## src/rtl/instr_fetch.sv

```systemverilog
// Instruction fetch unit: one request in flight, 2-entry {ins, PC} buffer toward decode,
// with redirect support that drains an in-flight response before refetching.
module instr_fetch #(
   parameter logic [31:0] RESET_PC  = 32'h0000_0000,
   parameter int          BUF_DEPTH = 2
) (
   input  logic        clk,
   input  logic        rst_n,
   output logic        imem_req,
   output logic [31:0] imem_addr,
   input  logic        imem_ready,
   input  logic        imem_rvalid,
   input  logic [31:0] imem_rdata,
   input  logic        jmp_flag,
   input  logic [31:0] jmp_addr,
   output logic [31:0] ins,
   output logic [31:0] PC,
   output logic        ins_valid,
   input  logic        ins_ready
);

   localparam int PTR_W = (BUF_DEPTH > 1) ? $clog2(BUF_DEPTH) : 1;
   localparam int CNT_W = $clog2(BUF_DEPTH + 1);
   localparam logic [CNT_W-1:0] DEPTH_V = CNT_W'(BUF_DEPTH);

   typedef enum logic [1:0] {
      S_REQ,
      S_WAIT,
      S_DRAIN
   } state_t;

   state_t           r_state;
   state_t           w_nextState;
   logic [31:0]      r_fetchPc;
   logic [31:0]      r_reqPc;
   logic             r_outstanding;
   logic             r_discard;
   logic             r_run;
   logic [31:0]      r_fifoIns [BUF_DEPTH];
   logic [31:0]      r_fifoPc  [BUF_DEPTH];
   logic [PTR_W-1:0] r_rdPtr;
   logic [PTR_W-1:0] r_wrPtr;
   logic [CNT_W-1:0] r_count;

   logic             w_req;
   logic             w_accept;
   logic             w_rsp;
   logic             w_keep;
   logic             w_pop;
   logic             w_slotFree;
   logic             w_unusedJmpLsb;

   // Buffered entries plus the in-flight one must never exceed the buffer depth.
   assign w_slotFree = ({1'b0, r_count} + {{CNT_W{1'b0}}, r_outstanding}) < {1'b0, DEPTH_V};
   assign w_accept   = w_req && imem_ready;
   assign w_rsp      = imem_rvalid && r_outstanding;
   assign w_keep     = w_rsp && !r_discard && !jmp_flag;
   assign w_pop      = (r_count != '0) && ins_ready;

   assign w_unusedJmpLsb = ^jmp_addr[1:0];

   assign imem_req  = w_req;
   assign imem_addr = r_fetchPc;
   assign ins       = r_fifoIns[r_rdPtr];
   assign PC        = r_fifoPc[r_rdPtr];
   assign ins_valid = (r_count != '0);

   always_comb begin
      w_nextState = r_state;
      w_req       = 1'b0;
      case (r_state)
         S_REQ: begin
            w_req = r_run && !jmp_flag && w_slotFree;
            if (w_req && imem_ready) begin
               w_nextState = S_WAIT;
            end
         end
         // A response arriving together with a redirect is dropped but still ends the wait.
         S_WAIT: begin
            if (w_rsp) begin
               w_nextState = S_REQ;
            end else if (jmp_flag) begin
               w_nextState = S_DRAIN;
            end
         end
         S_DRAIN: begin
            if (w_rsp) begin
               w_nextState = S_REQ;
            end
         end
         default: w_nextState = S_REQ;
      endcase
   end

   always_ff @(posedge clk) begin
      if (!rst_n) begin
         r_state       <= S_REQ;
         r_fetchPc     <= RESET_PC;
         r_reqPc       <= '0;
         r_outstanding <= 1'b0;
         r_discard     <= 1'b0;
         r_run         <= 1'b0;
      end else begin
         r_state <= w_nextState;
         r_run   <= 1'b1;
         if (jmp_flag) begin
            r_fetchPc <= {jmp_addr[31:2], 2'b00};
         end else if (w_accept) begin
            r_fetchPc <= r_fetchPc + 32'd4;
         end
         if (w_accept) begin
            r_reqPc <= r_fetchPc;
         end
         if (w_accept) begin
            r_outstanding <= 1'b1;
         end else if (w_rsp) begin
            r_outstanding <= 1'b0;
         end
         if (w_rsp) begin
            r_discard <= 1'b0;
         end else if (jmp_flag && r_outstanding) begin
            r_discard <= 1'b1;
         end
      end
   end

   // A redirect flushes the buffer; a pop in that same cycle is simply absorbed by the flush.
   always_ff @(posedge clk) begin
      if (!rst_n) begin
         r_rdPtr <= '0;
         r_wrPtr <= '0;
         r_count <= '0;
         for (int i = 0; i < BUF_DEPTH; i++) begin
            r_fifoIns[i] <= '0;
            r_fifoPc[i]  <= '0;
         end
      end else if (jmp_flag) begin
         r_rdPtr <= '0;
         r_wrPtr <= '0;
         r_count <= '0;
      end else begin
         if (w_keep) begin
            r_fifoIns[r_wrPtr] <= imem_rdata;
            r_fifoPc[r_wrPtr]  <= r_reqPc;
            r_wrPtr            <= r_wrPtr + PTR_W'(1);
         end
         if (w_pop) begin
            r_rdPtr <= r_rdPtr + PTR_W'(1);
         end
         case ({w_keep, w_pop})
            2'b10:   r_count <= r_count + CNT_W'(1);
            2'b01:   r_count <= r_count - CNT_W'(1);
            default: r_count <= r_count;
         endcase
      end
   end

endmodule

```

## config.mk

```make
export PLATFORM = sky130hd
export DESIGN_NAME = instr_fetch
export DESIGN_NICKNAME = d
export VERILOG_FILES = /design/src/rtl/instr_fetch.sv
export SDC_FILE = /design/constraint.sdc
export NUM_CORES = 1
export LEC_CHECK = 0
export ABC_AREA = 1
export CORE_MARGIN = 1
export CORE_UTILIZATION = 45
export CTS_CLUSTER_SIZE = 28
export DETAILED_ROUTE_END_ITERATION = 16
export PLACE_DENSITY = 0.75
export SYNTH_ARGS = -nofsm -noshare
export SYNTH_HDL_FRONTEND = slang
export SYNTH_SLANG_ARGS = --single-unit
```

## constraint.sdc

```tcl
create_clock -name clk -period 3.1 [get_ports clk]
set_input_delay 0.465 -clock clk [delete_from_list [all_inputs] [get_ports clk]]
set_output_delay 0.465 -clock clk [all_outputs]
set_load 0.05 [all_outputs]
```

==> flow_summary.yaml <==
critical_path:
  register_to_register_path_setup_slack_ns: 1.29
  max_stage_delay_ns: 0.74
  crit_arrival_ns: 2.23
  buffer_and_inverter_count_on_the_worst_path: 2
  critical-path-top-delay-family: "buffers and inverters"
  slowest_stage_cell_on_the_critical_path: "clkdlybuf4s50_1"
  worst_setup_path_endpoint: "PC[19]"
  worstSetupStartpointType: "flip-flop"
  timing.setup.critical_path_class: "flip-flop to output port"
  worst_r2r_endpoint: "r_fifoIns[1][2]"
  critPathMaxFanout: 62
  worst_setup_path_end_kind: "output port"
  worst_ep_required_time_ns: 2.63
  critical_path_depth: 3
  ff2ff_path_depth: 7
  path_cells: "buf_12, mux2_2, clkdlybuf4s50_1"
  rr_startpoint: "r_outstanding"
route:
  drt_pre_antenna_iters: 5
  met2WireLength_um: 9320
  route.detailed.drc: 0
  drt-vias-per-instance: 4.82
  drt-wirelength-per-cell_um: 14.1
  num_vias: 6628
  routedLengthMet1_um: 8870
  routed-wl-met3_um: 1020
  postRouteWirelength_um: 19400
  detail_route.iter0.violations: 366
  routed.top_layer: "met4"
  route.antenna.remaining_nets: 0
pwr:
  p_switching_w: 0.00144
  leakage_nw: 4.33
  clock_network_fraction_of_design_power_pct: 38.4
  combinationalPowerShare_pct: 11.9
  sequentialPowerShare_pct: 49.7
  power-per-cell-area_nw_per_um2: 516
  switching_share_pct: 24.6
  power_report.internal_total_w: 0.00442
  vdd_drop_max_mv: 0.345
outcome:
  outcome: "completed"
cts:
  cts-root-buf: "clkbuf_16"
  postCtsHoldBufs: 0
  cts_tree: "yes"
  cts_buffers: 17
  clkLatencyLatePin_ns: 0.42
  ctsHtreeMaxLevel: 4
  numClockSinks: 194
  clock_tree.buffer_depth: 2
  worst_setup_hold_path_clk_slew_ns: 0.07
  cts-resized-gates: 0
  post-cts-setup-buffers: 0
die:
  die_area_sq_um: 20400
  rows: 51
  floorplan.io_pins: 168
  die_x_um: 143
  die_height_um: 143
  start_util_pct: 45.8
  core_area_sq_um: 19500
timing:
  min_period_ns: 2.70
  grt_setup_unrepaired: "no"
  timing.final.hold_violations: 0
  max-slew-margin-rel_pct: 51.1
  final_setup_violation_count: 0
  period_share_pct: 87.1
  worst_clock_skew_ns: 0.00749
  timing_max_transition_violations_final: 0
  highest_attainable_clock_frequency_mhz: 371
  worst_pin_slew_ns: 0.733
  setup-tns-final_ns: 0
cells_and_area:
  mostFrequentLayoutCell: "nor2_1"
  most_frequent_cells_in_the_layout: "nor2_1, clkdlybuf4s50_1, nand2_1"
  post-route-util_pct: 58.4
  seq_area_sq_um: 5130
  layout-drive-gt1-share_pct: 11.8
  area.growth.synth_to_final_pct: 27.4
  multi_input_comb_area_sq_um: 3080
  layout.filler_cells: 1670
  final_nets: 1170
  insertedDiodeCount: 0
global_routing:
  antenna_violations_before_repair: 0
  grt_max_degree: 63
  gr-total-overflow: 0
  track_usage_pct: 19.3
  number_of_global_route_vias_before_repair: 6231
  grt_first_pass_wirelength_um: 30500
synthesis:
  synth_sequential_area_ratio_pct: 57.5
  post_synth.cell_area_avg_sq_um: 9.39
  number_of_warnings_reported_in_the_yosys_synthesis_log: 0
  post_synth_inst_count: 949
  synth_seq_cells: 194
  mappedNetlistArea_sq_um: 8910
  post_synth_num_cell_types: 35
placement:
  io_buffer_count: 161
  routabilityCongestion: 0.832
  detailedPlacementHpwl_um: 12400
worst_hold_path:
  worstHoldPathCells: 1
  min_path_type: "flip-flop to flip-flop"
flow_run:
  maxCapViolations: 0
[synth_stat cells]
master | count | area (sq um)
nor2_1 | 182 | 683
nand2_1 | 153 | 574
edfxtp_1 | 124 | 3720
inv_1 | 116 | 435
dfxtp_1 | 70 | 1400
mux2_2 | 62 | 698
a21oi_1 | 55 | 275
nand3_1 | 48 | 240
o21ai_0 | 44 | 220
buf_2 | 21 | 105
clkbuf_1 | 12 | 45.0
buf_6 | 8 | 90.1
nor2_2 | 6 | 37.5
xnor2_1 | 6 | 52.6
nand2_2 | 5 | 31.3
a22oi_1 | 4 | 30.0
buf_4 | 4 | 30.0
and2_1 | 3 | 18.8
inv_2 | 3 | 11.3
o21bai_1 | 3 | 22.5
xor2_1 | 3 | 26.3
ha_1 | 2 | 25.0
nand4_1 | 2 | 12.5
nor3_1 | 2 | 10.0
a21oi_2 | 1 | 8.76
buf_1 | 1 | 3.75
clkinv_4 | 1 | 8.76
conb_1 | 1 | 3.75
nand2_4 | 1 | 11.3
nand3_2 | 1 | 10.0
nand3_4 | 1 | 17.5
nand3b_1 | 1 | 7.51
nor2_4 | 1 | 11.3
nor2_8 | 1 | 20.0
nor3_2 | 1 | 10.0
[routing by layer]
| metal | vias up | GRT usage [%] |
|---|---|---|
| met2 | 195 | 33.0 |
| met1 | 3050 | 24.6 |
| met4 | 0 | 5.32 |
| met3 | 14 | 4.36 |
| met5 | - | 0 |
| li1 | 3369 | - |
[worst register-to-register path, cell delays in order (launching register included)]
cell and delay [ns]:
dfxtp_1 0.39, nand2_1 0.15, nor3_2 0.24, inv_2 0.07, nor2_2 0.12, nand2_2 0.07, nand2_2 0.08, buf_12 0.33
[how the worst min path moves through the flow]
stage	from	to	slack [ns]
final	r_rdPtr	r_rdPtr	0.47
after global routing	r_reqPc[18]	r_reqPc[18]	0.50
after CTS	r_rdPtr	r_rdPtr	0.46
after detailed placement	r_rdPtr	flip-flop	0.44
after global placement	r_rdPtr	flip-flop	0.43
after floorplan	r_rdPtr	flip-flop	0.43
[layout make-up]
| type | count | share of cell area, % |
|---|---|---|
| Inverter | 120 | 4.01 |
| Clock buffer | 22 | 4.37 |
| Tap cell | 265 | 2.92 |
| Clock inverter | 10 | 1.05 |
| Timing Repair Buffer | 173 | 15.4 |
| Sequential cell | 194 | 45.1 |
| Multi-Input combinational cell | 592 | 27.1 |
[stage by stage]
step	cell area [sq um]	total power (W)	hold slack [ns]	std cells	setup slack, ns
after floorplan	8920	0.00340	0.425	952	0.0978
after global placement	10700	0.00365	0.431	1344	0.497
after detailed placement	10700	0.00367	0.444	1344	0.494
after CTS	11400	0.00591	0.464	1376	0.381
after global routing	11400	0.00606	0.495	1376	0.334
final	11400	0.00586	0.471	1376	0.401
[state kept, by name (all words and copies together) (netlist names), named ones only]
name / flops
r_reqPc: 30
r_fifoPc: 60
r_count: 2
r_wrPtr: 1
r_rdPtr: 1
r_outstanding: 1
r_run: 1
r_state: 2
r_discard: 1
r_fifoIns: 64
imem_addr: 30
[cell families (layout without fill, tap and decap cells)]
logic type / after synthesis / count (layout) / share of synthesized area (%)
other cells: 1 / 4 / 0.0421
fa+ha+maj: 2 / 2 / 0.281
buf+inv: 166 / 325 / 8.18
mux: 62 / 62 / 7.83
xor+xnor: 9 / 9 / 0.885
simple gates: 408 / 408 / 19.0
flops: 194 / 194 / 57.5
compound gates: 107 / 107 / 6.25
[power groups by stage]
stage	Combinational (W)	Sequential, W	Clock [W]
5_1_grt	0.000746	0.00292	0.00239
2_1_floorplan	0.000365	0.00303	0
3_5_place_dp	0.000698	0.00297	0
3_3_place_gp	0.000692	0.00296	0
6_report	0.000698	0.00291	0.00225
4_1_cts	0.000702	0.00291	0.00229
No activity file was read; power rests on OpenSTA's default activity.
